## config.mk

```make
export PLATFORM = sky130hd
export DESIGN_NAME = uart_tx_param_flat
export DESIGN_NICKNAME = d
export VERILOG_FILES = /design/src/rtl/uart_tx_param_if.sv /design/src/rtl/uart_tx_param.sv /design/src/flat_wrapper.sv
export SDC_FILE = /design/constraint.sdc
export NUM_CORES = 1
export LEC_CHECK = 0
export BUFFER_PORTS_ARGS = -buffer_cell sky130_fd_sc_hd__buf_2
export CORE_MARGIN = 10
export CORE_UTILIZATION = 35
export CTS_BUF_LIST = sky130_fd_sc_hd__clkbuf_2 sky130_fd_sc_hd__clkbuf_4 sky130_fd_sc_hd__clkbuf_8
export CTS_CLUSTER_DIAMETER = 150
export CTS_CLUSTER_SIZE = 30
export DETAILED_ROUTE_END_ITERATION = 16
export GPL_ROUTABILITY_DRIVEN = 0
export GPL_TIMING_DRIVEN = 0
export SLEW_MARGIN = 20
export SYNTH_ARGS = -nofsm -noshare
export SYNTH_HDL_FRONTEND = slang
export SYNTH_SLANG_ARGS = --single-unit
```

## constraint.sdc

```tcl
create_clock -name clk -period 1.7 [get_ports clk]
set_input_delay 0.51 -clock clk [delete_from_list [all_inputs] [get_ports clk]]
set_output_delay 0.51 -clock clk [all_outputs]
set_load 0.03 [all_outputs]
```

## src/rtl/uart_tx_param_if.sv

```systemverilog
`default_nettype none
// ----------------------------------------------------------------------------
// uart_tx_param_if : valid/ready word handshake feeding uart_tx_param.  rev 1.0
// ----------------------------------------------------------------------------
interface uart_tx_param_if #(
  parameter int DATA_BITS = 8
);
  logic                 tx_valid;
  logic [DATA_BITS-1:0] tx_data;
  logic                 tx_ready;

  modport master (output tx_valid, output tx_data, input tx_ready);
  modport slave  (input tx_valid, input tx_data, output tx_ready);
endinterface
`default_nettype wire

```

## src/rtl/uart_tx_param.sv

```systemverilog
`default_nettype none
// ----------------------------------------------------------------------------
// uart_tx_param : parametrised UART transmitter, one-word holding buffer,
// optional parity bit when UART_TX_PARITY_EN is defined.              rev 1.0
// ----------------------------------------------------------------------------
module uart_tx_param #(
  parameter int DATA_BITS  = 8,
  parameter int OVERSAMPLE = 8,
  parameter int STOP_BITS  = 1
) (
  input  wire             clk,
  input  wire             rst,
  input  wire             clk_en,
  input  wire             parity_odd,
  uart_tx_param_if.slave  tx_if,
  output logic            tx,
  output logic            busy
);

  localparam int TW = (OVERSAMPLE > 1) ? $clog2(OVERSAMPLE) : 1;
  localparam int BW = $clog2(DATA_BITS);
  localparam logic [TW-1:0] TICK_LAST = TW'(OVERSAMPLE - 1);
  localparam logic [BW-1:0] BIT_LAST  = BW'(DATA_BITS - 1);
  localparam logic          STOP_LAST = 1'(STOP_BITS - 1);

  typedef enum logic [2:0] {
    IDLE   = 3'd0,
    START  = 3'd1,
    DATA   = 3'd2,
`ifdef UART_TX_PARITY_EN
    PARITY = 3'd3,
`endif
    STOP   = 3'd4
  } state_t;

  state_t                 state, state_n;
  logic [TW-1:0]          tick, tick_n;
  logic [BW-1:0]          bit_cnt, bit_n;
  logic                   stop_cnt, stop_n;
  logic [DATA_BITS-1:0]   shifter, shifter_n;
  logic [DATA_BITS-1:0]   buf_data, buf_n;
  logic                   buf_full, full_n;
  logic                   tx_n;
  logic                   load;
  logic                   bit_end;

`ifdef UART_TX_PARITY_EN
  logic                   par_bit, par_n;
`else
  logic                   unused_parity_odd;
  assign unused_parity_odd = parity_odd;
`endif

  assign bit_end        = (tick == TICK_LAST);
  assign tx_if.tx_ready = ~buf_full;
  assign busy           = (state != IDLE) | buf_full;

  always_comb begin
    state_n   = state;
    tick_n    = tick;
    bit_n     = bit_cnt;
    stop_n    = stop_cnt;
    shifter_n = shifter;
    buf_n     = buf_data;
    full_n    = buf_full;
    tx_n      = tx;
    load      = 1'b0;
`ifdef UART_TX_PARITY_EN
    par_n     = par_bit;
`endif

    // Acceptance only when empty, so it can never collide with a drain below.
    if (tx_if.tx_valid && !buf_full) begin
      full_n = 1'b1;
      buf_n  = tx_if.tx_data;
    end

    if (clk_en) begin
      tick_n = bit_end ? '0 : tick + 1'b1;
      unique case (state)
        IDLE: begin
          tick_n = '0;
          if (buf_full) load = 1'b1;
        end
        START: begin
          if (bit_end) begin
            state_n = DATA;
            bit_n   = '0;
            tx_n    = shifter[0];
          end
        end
        DATA: begin
          if (bit_end) begin
            if (bit_cnt == BIT_LAST) begin
`ifdef UART_TX_PARITY_EN
              state_n = PARITY;
              tx_n    = par_bit;
`else
              state_n = STOP;
              stop_n  = 1'b0;
              tx_n    = 1'b1;
`endif
            end else begin
              bit_n     = bit_cnt + 1'b1;
              shifter_n = shifter >> 1;
              tx_n      = shifter_n[0];
            end
          end
        end
`ifdef UART_TX_PARITY_EN
        PARITY: begin
          if (bit_end) begin
            state_n = STOP;
            stop_n  = 1'b0;
            tx_n    = 1'b1;
          end
        end
`endif
        STOP: begin
          if (bit_end) begin
            if (stop_cnt == STOP_LAST) begin
              // Back-to-back: a held word starts straight from the last stop tick.
              if (buf_full) begin
                load = 1'b1;
              end else begin
                state_n = IDLE;
                tx_n    = 1'b1;
              end
            end else begin
              stop_n = stop_cnt + 1'b1;
            end
          end
        end
        default: begin
          state_n = IDLE;
          tx_n    = 1'b1;
        end
      endcase

      if (load) begin
        state_n   = START;
        tick_n    = '0;
        shifter_n = buf_data;
        full_n    = 1'b0;
        tx_n      = 1'b0;
`ifdef UART_TX_PARITY_EN
        par_n     = (^buf_data) ^ parity_odd;
`endif
      end
    end
  end

  always_ff @(posedge clk) begin
    if (rst) begin
      state    <= IDLE;
      tick     <= '0;
      bit_cnt  <= '0;
      stop_cnt <= 1'b0;
      shifter  <= '0;
      buf_data <= '0;
      buf_full <= 1'b0;
      tx       <= 1'b1;
`ifdef UART_TX_PARITY_EN
      par_bit  <= 1'b0;
`endif
    end else begin
      state    <= state_n;
      tick     <= tick_n;
      bit_cnt  <= bit_n;
      stop_cnt <= stop_n;
      shifter  <= shifter_n;
      buf_data <= buf_n;
      buf_full <= full_n;
      tx       <= tx_n;
`ifdef UART_TX_PARITY_EN
      par_bit  <= par_n;
`endif
    end
  end

endmodule
`default_nettype wire
```

## src/flat_wrapper.sv

```systemverilog
// flat-port wrapper written by rule: the top's interface ports become plain ports
module uart_tx_param_flat 
#(
  parameter int DATA_BITS  = 8,
  parameter int OVERSAMPLE = 8,
  parameter int STOP_BITS  = 1
)
  (clk, rst, clk_en, parity_odd, tx, busy, tx_if_tx_valid, tx_if_tx_data, tx_if_tx_ready);
  uart_tx_param_if #(.DATA_BITS(DATA_BITS)) tx_if_i ();
  input  wire clk;
  input  wire rst;
  input  wire clk_en;
  input  wire parity_odd;
  output logic tx;
  output logic busy;
  input wire logic [$bits(tx_if_i.tx_valid)-1:0] tx_if_tx_valid;
  input wire logic [$bits(tx_if_i.tx_data)-1:0] tx_if_tx_data;
  output wire logic [$bits(tx_if_i.tx_ready)-1:0] tx_if_tx_ready;
  assign tx_if_i.tx_valid = tx_if_tx_valid;
  assign tx_if_i.tx_data = tx_if_tx_data;
  assign tx_if_tx_ready = tx_if_i.tx_ready;
  uart_tx_param #(.DATA_BITS(DATA_BITS), .OVERSAMPLE(OVERSAMPLE), .STOP_BITS(STOP_BITS)) u_core (.clk(clk), .rst(rst), .clk_en(clk_en), .parity_odd(parity_odd), .tx_if(tx_if_i), .tx(tx), .busy(busy));
endmodule
```

## Word level (Yosys, flattened, before mapping)

Cells that the tools add are included.

| storage, ports and cells | value |
|---|---|
| flip-flop bits (word level) | 28 |
| latch bits | 0 |
| RAM bits | 0 |
| memory bits (read-only) | 0 |
| bits of input ports | 13 |
| memories kept | 0 |

| operators by class | value |
|---|---|
| add/subtract/negate cells | 3 |
| multipliers | 0 |
| divide/modulo/power cells | 0 |
| $lt $le $gt $ge | 0 |
| equal/unequal tests | 18 |
| shifts and indexed selects | 0 |
| multiplexer cells | 40 |
| bitwise logic cells | 2 |
| reductions and logical operators | 13 |

Operators with widths:

| cell | count |
|---|---|
| 3-bit 2-to-1 mux | 13 |
| 8-bit 2-to-1 mux | 4 |
| 1-bit 2-to-1 mux | 18 |
| 3-bit by 1-bit != test with 1-bit output (second input constant) | 4 |
| 3-bit case mux with 4 select lines | 1 |
| 2-bit by 1-bit != test with 1-bit output (second input constant) | 5 |
| 5-bit AND reduction | 2 |
| 3-bit equality test (second input constant) | 3 |
| 8-bit AND reduction | 1 |
| 2-bit nonzero test | 4 |
| 7-bit AND reduction | 1 |
| 3-bit by 1-bit adder with 3-bit output (second input constant) | 2 |
| 3-bit != test (second input constant) | 2 |
| 3-bit case mux with 2 select lines | 1 |
| 2-bit != test (second input constant) | 2 |
| 1-bit case mux with 2 select lines | 2 |
| 1-bit case mux with 4 select lines | 1 |
| 4-bit AND reduction | 1 |
| 3-bit by 1-bit equality test with 1-bit output (second input constant) | 1 |
| 3-bit by 2-bit equality test with 1-bit output (second input constant) | 1 |
| 3-bit logical NOT | 1 |
| 3-bit nonzero test | 1 |
| 1-bit adder (second input constant) | 1 |
| 1-bit logical AND | 1 |
| 3 further kinds | 3 |

## Depth between registers and ports, before layout

| logic depth | value |
|---|---|
| depth in word-level cells | 7 |
| mapped depth | 7 |
| mapped depth without buffers | 6 |

## Worst setup path before layout

OpenSTA, ideal clock, no wires.

| timing | value |
|---|---|
| kind | register to register |
| from | reg u_core.tick[0] |
| to | reg u_core.shifter[0] |
| data arrival time | 1.656 ns |
| path slack | -0.041 ns |
| stages on the path, launching flop included | 8 |
| buffers on the path | 1 |
| period minus slack after synthesis | 1.741 ns |
| path through | dfxtp_1 ha_1 ha_1 nor2b_2 or4_4 buf_6 mux2i_1 a211oi_1 |

| on the way | value |
|---|---|
| word-level cells in the longest chain between the ends | 6 |
| elaborated cells on any way between the ends | 9 |
| those cells by class | eq/ne: 2; mux: 4; reduce/logical: 3 |

RTL lines:

| what | RTL line | text |
|---|---|---|
| start: declaration | uart_tx_param.sv:37 | `logic [TW-1:0] tick, tick_n;` |
| start signal: assignment | uart_tx_param.sv:168 | `tick <= tick_n;` |
| 3-bit equality test * | uart_tx_param.sv:54 | `assign bit_end = (tick == TICK_LAST);` |
| 1-bit 2-to-1 mux | uart_tx_param.sv:120 | `if (bit_end) begin` |
| 1-bit case mux with 2 select lines | uart_tx_param.sv:80 | `unique case (state)` |
| 1-bit 2-to-1 mux | uart_tx_param.sv:78 | `if (clk_en) begin` |
| 2-bit != test (no source line) or 2-bit nonzero test (tied branches) | - |  |
| 4-bit AND reduction (no source line) | - |  |
| end signal: assignment | uart_tx_param.sv:171 | `shifter <= shifter_n;` |
| end: declaration | uart_tx_param.sv:40 | `logic [DATA_BITS-1:0] shifter, shifter_n;` |

Every way passes the cells marked *; elsewhere a longest branch is shown, timed or not. The select of a mux whose other input is x is not followed.
A chain may end at the register's enable or synchronous reset.

## Final worst setup path

| timing | value |
|---|---|
| from | reg u_core.state[0] |
| to | out busy |

| on the way | value |
|---|---|
| word-level cells in the longest chain between the ends | 2 |

RTL lines:

| what | RTL line | text |
|---|---|---|
| start: declaration | uart_tx_param.sv:36 | `state_t state, state_n;` |
| start signal: assignment | uart_tx_param.sv:167 | `state <= state_n;` |
| 3-bit nonzero test | uart_tx_param.sv:56 | `assign busy = (state != IDLE) \| buf_full;` |
| 1-bit bitwise OR | uart_tx_param.sv:56 |  |
| end: declaration | flat_wrapper.sv:15 | `output logic busy;` |

No other way between the ends.

==> flow_metrics.tcl <==
set metrics [dict create \
    avgViaCountPerCell 5.00 \
    min_delay_path_depth 3 \
    register_area_sq_um 551 \
    ys_seq_area_share_pct 40.6 \
    ys_seq_elements 27 \
    drtIter0Drc 66 \
    wl_per_cell_microns 14.1 \
    hold_path_class "in -> reg" \
    core-area_sq_um 3660 \
    layout.nets 183 \
    worst_r2r_endpoint "u_core.shifter[3]" \
    finalSetupTns_ps -655 \
    rows 22 \
    period_needed_ps 1900 \
    numPortBuffers 12 \
    dieArea_sq_um 6670 \
    grt.total_usage_pct 9.26 \
    multi_input_area_sq_um 785 \
    vdd_drop_max_uv 472 \
    num_vias 1065 \
    yosys_warnings 0 \
    rsz0062_at_grt "yes" \
    cts_sinks 27 \
    die_w_microns 81.6 \
    max_freq_mhz 526 \
    areaGrowthSynthToFinish_pct 28.0 \
    setup_ws_ps -200 \
    wl_microns 3010 \
    holdCritStartpoint "tx_if_tx_data[1]" \
    status "finished with violations" \
    grt_pass1_vias 1067 \
    initial_core_util_pct 36.3 \
    drive_above_1_share_pct 35.8 \
    reg2regPathDepth 6 \
    drt_first_pass_iters 4 \
    rr_startpoint "u_core.tick[1]" \
    crit_type "reg -> out" \
    top_level_ports 16 \
    n_fill_cell 354 \
    clockBufferDepth 2 \
    worstHoldEndpoint "u_core.buf_data[1]" \
    grt_pass1_wl_microns 4840 \
    drcViolationCount 0 \
    post-route-period-util_pct 112 \
    critPathArrivalTime_ps 1390 \
    violations "negative setup slack" \
    max_slew.worst_pin.slew_ps 573 \
    finalNonFillerCells 213 \
    finalHoldViolCount 0 \
    critPathCaptureType "output port" \
    die-height_microns 81.6 \
    critPathLaunchType "register" \
    p_leak_nw 0.717 \
    maxSlewViolCount 0 \
    clk_pin_slew_ps 100 \
    antenna_found_initial 0 \
    synth.distinct_cells 34 \
    cts_made_buffers 3 \
    cts_htree_levels 1 \
    tritoncts "built" \
    placedCellCount 198 \
    grt_overflow 0 \
    dp_hpwl_microns 2010 \
    powerDensity_nw_per_um2 754 \
    antenna_cells 0 \
    reg2reg_slack_ps -70 \
    netlist_area_sq_um 1330 \
    worstPathMaxFanout 2 \
    final_antenna_net_count 0 \
    synthCells 138 \
    drv_cap 0 \
    fin_skew_ps 6.71 \
    max_slew_margin_pct 61.8 \
    syn_nets 155 \
    avgSynthCellArea_sq_um 9.64 \
    root_buffer "clkbuf_8" \
    grt_max_degree 16 \
    clock_latency_ps 280 \
    setup_viol 9 \
    postCtsHoldBufs 0 \
    place_ws_ps -167 \
    required_ps 1190 \
]
==> repair_timing <==
item	in CTS	in global routing
pin swaps	12	10
gates cloned	0	0
gates resized for setup	24	9
setup buffers	10	4
endpoints found under the setup margin	12	10
==> critical path, stage by stage, from the launching register on <==
cell	delay, ps
dfxtp_2	340
buf_6	110
or4_4	510
buf_6	160
==> metrics by stage <==
| step | total power, W | utilization (%) | area [sq um] | hold slack, ps |
|---|---|---|---|---|
| detailed placement | 0.000899 | 40.1 | 1470 | 450 |
| global route | 0.00134 | 46.5 | 1700 | 474 |
| finish | 0.00128 | 46.5 | 1700 | 453 |
| floorplan | 0.000850 | - | 1350 | 460 |
| global placement | 0.000893 | 40.1 | 1470 | 439 |
| CTS | 0.00129 | 44.5 | 1630 | 459 |
==> worst max-delay path by stage <==
stage / startpoint / end / slack (ps) / cells after the start
final: u_core.state[0] / busy / -200 / 3
after global routing: u_core.state[0] / busy / -240 / 3
after global placement: clk_en / u_core.shifter[6] / -170 / 6
after CTS: u_core.state[1] / busy / -200 / 3
after detailed placement: clk_en / u_core.shifter[6] / -170 / 6
after floorplan: clk_en / u_core.shifter[2] / 7 / 6
==> where the power goes <==
| group | leakage, nW | switching (W) | internal (W) | total (W) |
|---|---|---|---|---|
| clock | 0.0255 | 0.000213 | 0.000165 | 0.000378 |
| combinational | 0.468 | 0.000114 | 0.000108 | 0.000223 |
| sequential | 0.224 | 0.0000204 | 0.000664 | 0.000684 |
==> synth_stat cells, drive strengths merged <==
library cell | instances | area (sq um)
a211o | 3 | 26.3
a211oi | 7 | 52.6
a21boi | 2 | 15.0
a21oi | 4 | 20.0
a22oi | 4 | 30.0
and2 | 1 | 6.26
and2b | 3 | 22.5
and3b | 1 | 8.76
buf | 7 | 62.6
clkbuf | 4 | 15.0
dfxtp | 27 | 541
ha | 4 | 50.1
inv | 5 | 18.8
mux2 | 1 | 11.3
mux2i | 17 | 170
nand2 | 1 | 3.75
nand3 | 2 | 10.0
nor2 | 18 | 67.6
nor2b | 5 | 33.8
nor3 | 10 | 61.3
nor3b | 1 | 12.5
o211a | 1 | 10.0
o211ai | 1 | 7.51
o21ai | 2 | 10.0
o22ai | 1 | 6.26
o31a | 1 | 8.76
or2 | 1 | 6.26
or3b | 1 | 11.3
or4 | 2 | 22.5
xor2 | 1 | 8.76
==> registers in the layout (all words and copies together), names as in the netlist <==
register,count
u_core.bit_cnt,3
u_core.buf_data,8
u_core.buf_full,1
u_core.shifter,8
u_core.state,3
u_core.tick,3
u_core.tx,1
==> area by class of cell <==
cell class / instances / share of cell area, %
sequential: 27 / 32.3
clock buffer: 3 / 2.42
tap: 48 / 3.53
inverter: 5 / 1.10
timing repair buffer: 26 / 10.5
buffer: 8 / 3.75
multi-input combinational: 95 / 46.1
clock inverter: 1 / 0.294
==> cell families after synthesis <==
family / count (synthesis) / share of synthesized area, %
compound gates: 26 / 14.0
xor+xnor: 1 / 0.659
fa+ha+maj: 4 / 3.76
buf+inv: 16 / 7.24
flops: 27 / 40.6
mux: 18 / 13.6
simple gates: 46 / 20.0
==> cells in the final DEF (no fill, tap or decap), types with 3 or more instances in the layout <==
| cell | count |
|---|---|
| nor2_1 | 18 |
| buf_6 | 6 |
| dfxtp_2 | 5 |
| buf_2 | 11 |
| a211oi_2 | 3 |
| a211oi_1 | 4 |
| clkbuf_1 | 4 |
| nor2b_1 | 4 |
| a22oi_1 | 3 |
| a211o_1 | 3 |
| dfxtp_1 | 21 |
| buf_4 | 12 |
| clkbuf_8 | 3 |
| nor3_1 | 9 |
| ha_4 | 4 |
| a21oi_1 | 4 |
| and2b_1 | 3 |
| mux2i_1 | 16 |
| inv_1 | 5 |
==> metal layers <==
metal	part of all wire [%]	GRT usage (%)
met3	4.3	2.62
met1	48	11.1
met2	46	15.2
met5	0	0
met4	1.5	4.08
No activity file was read; power rests on OpenSTA's default activity.
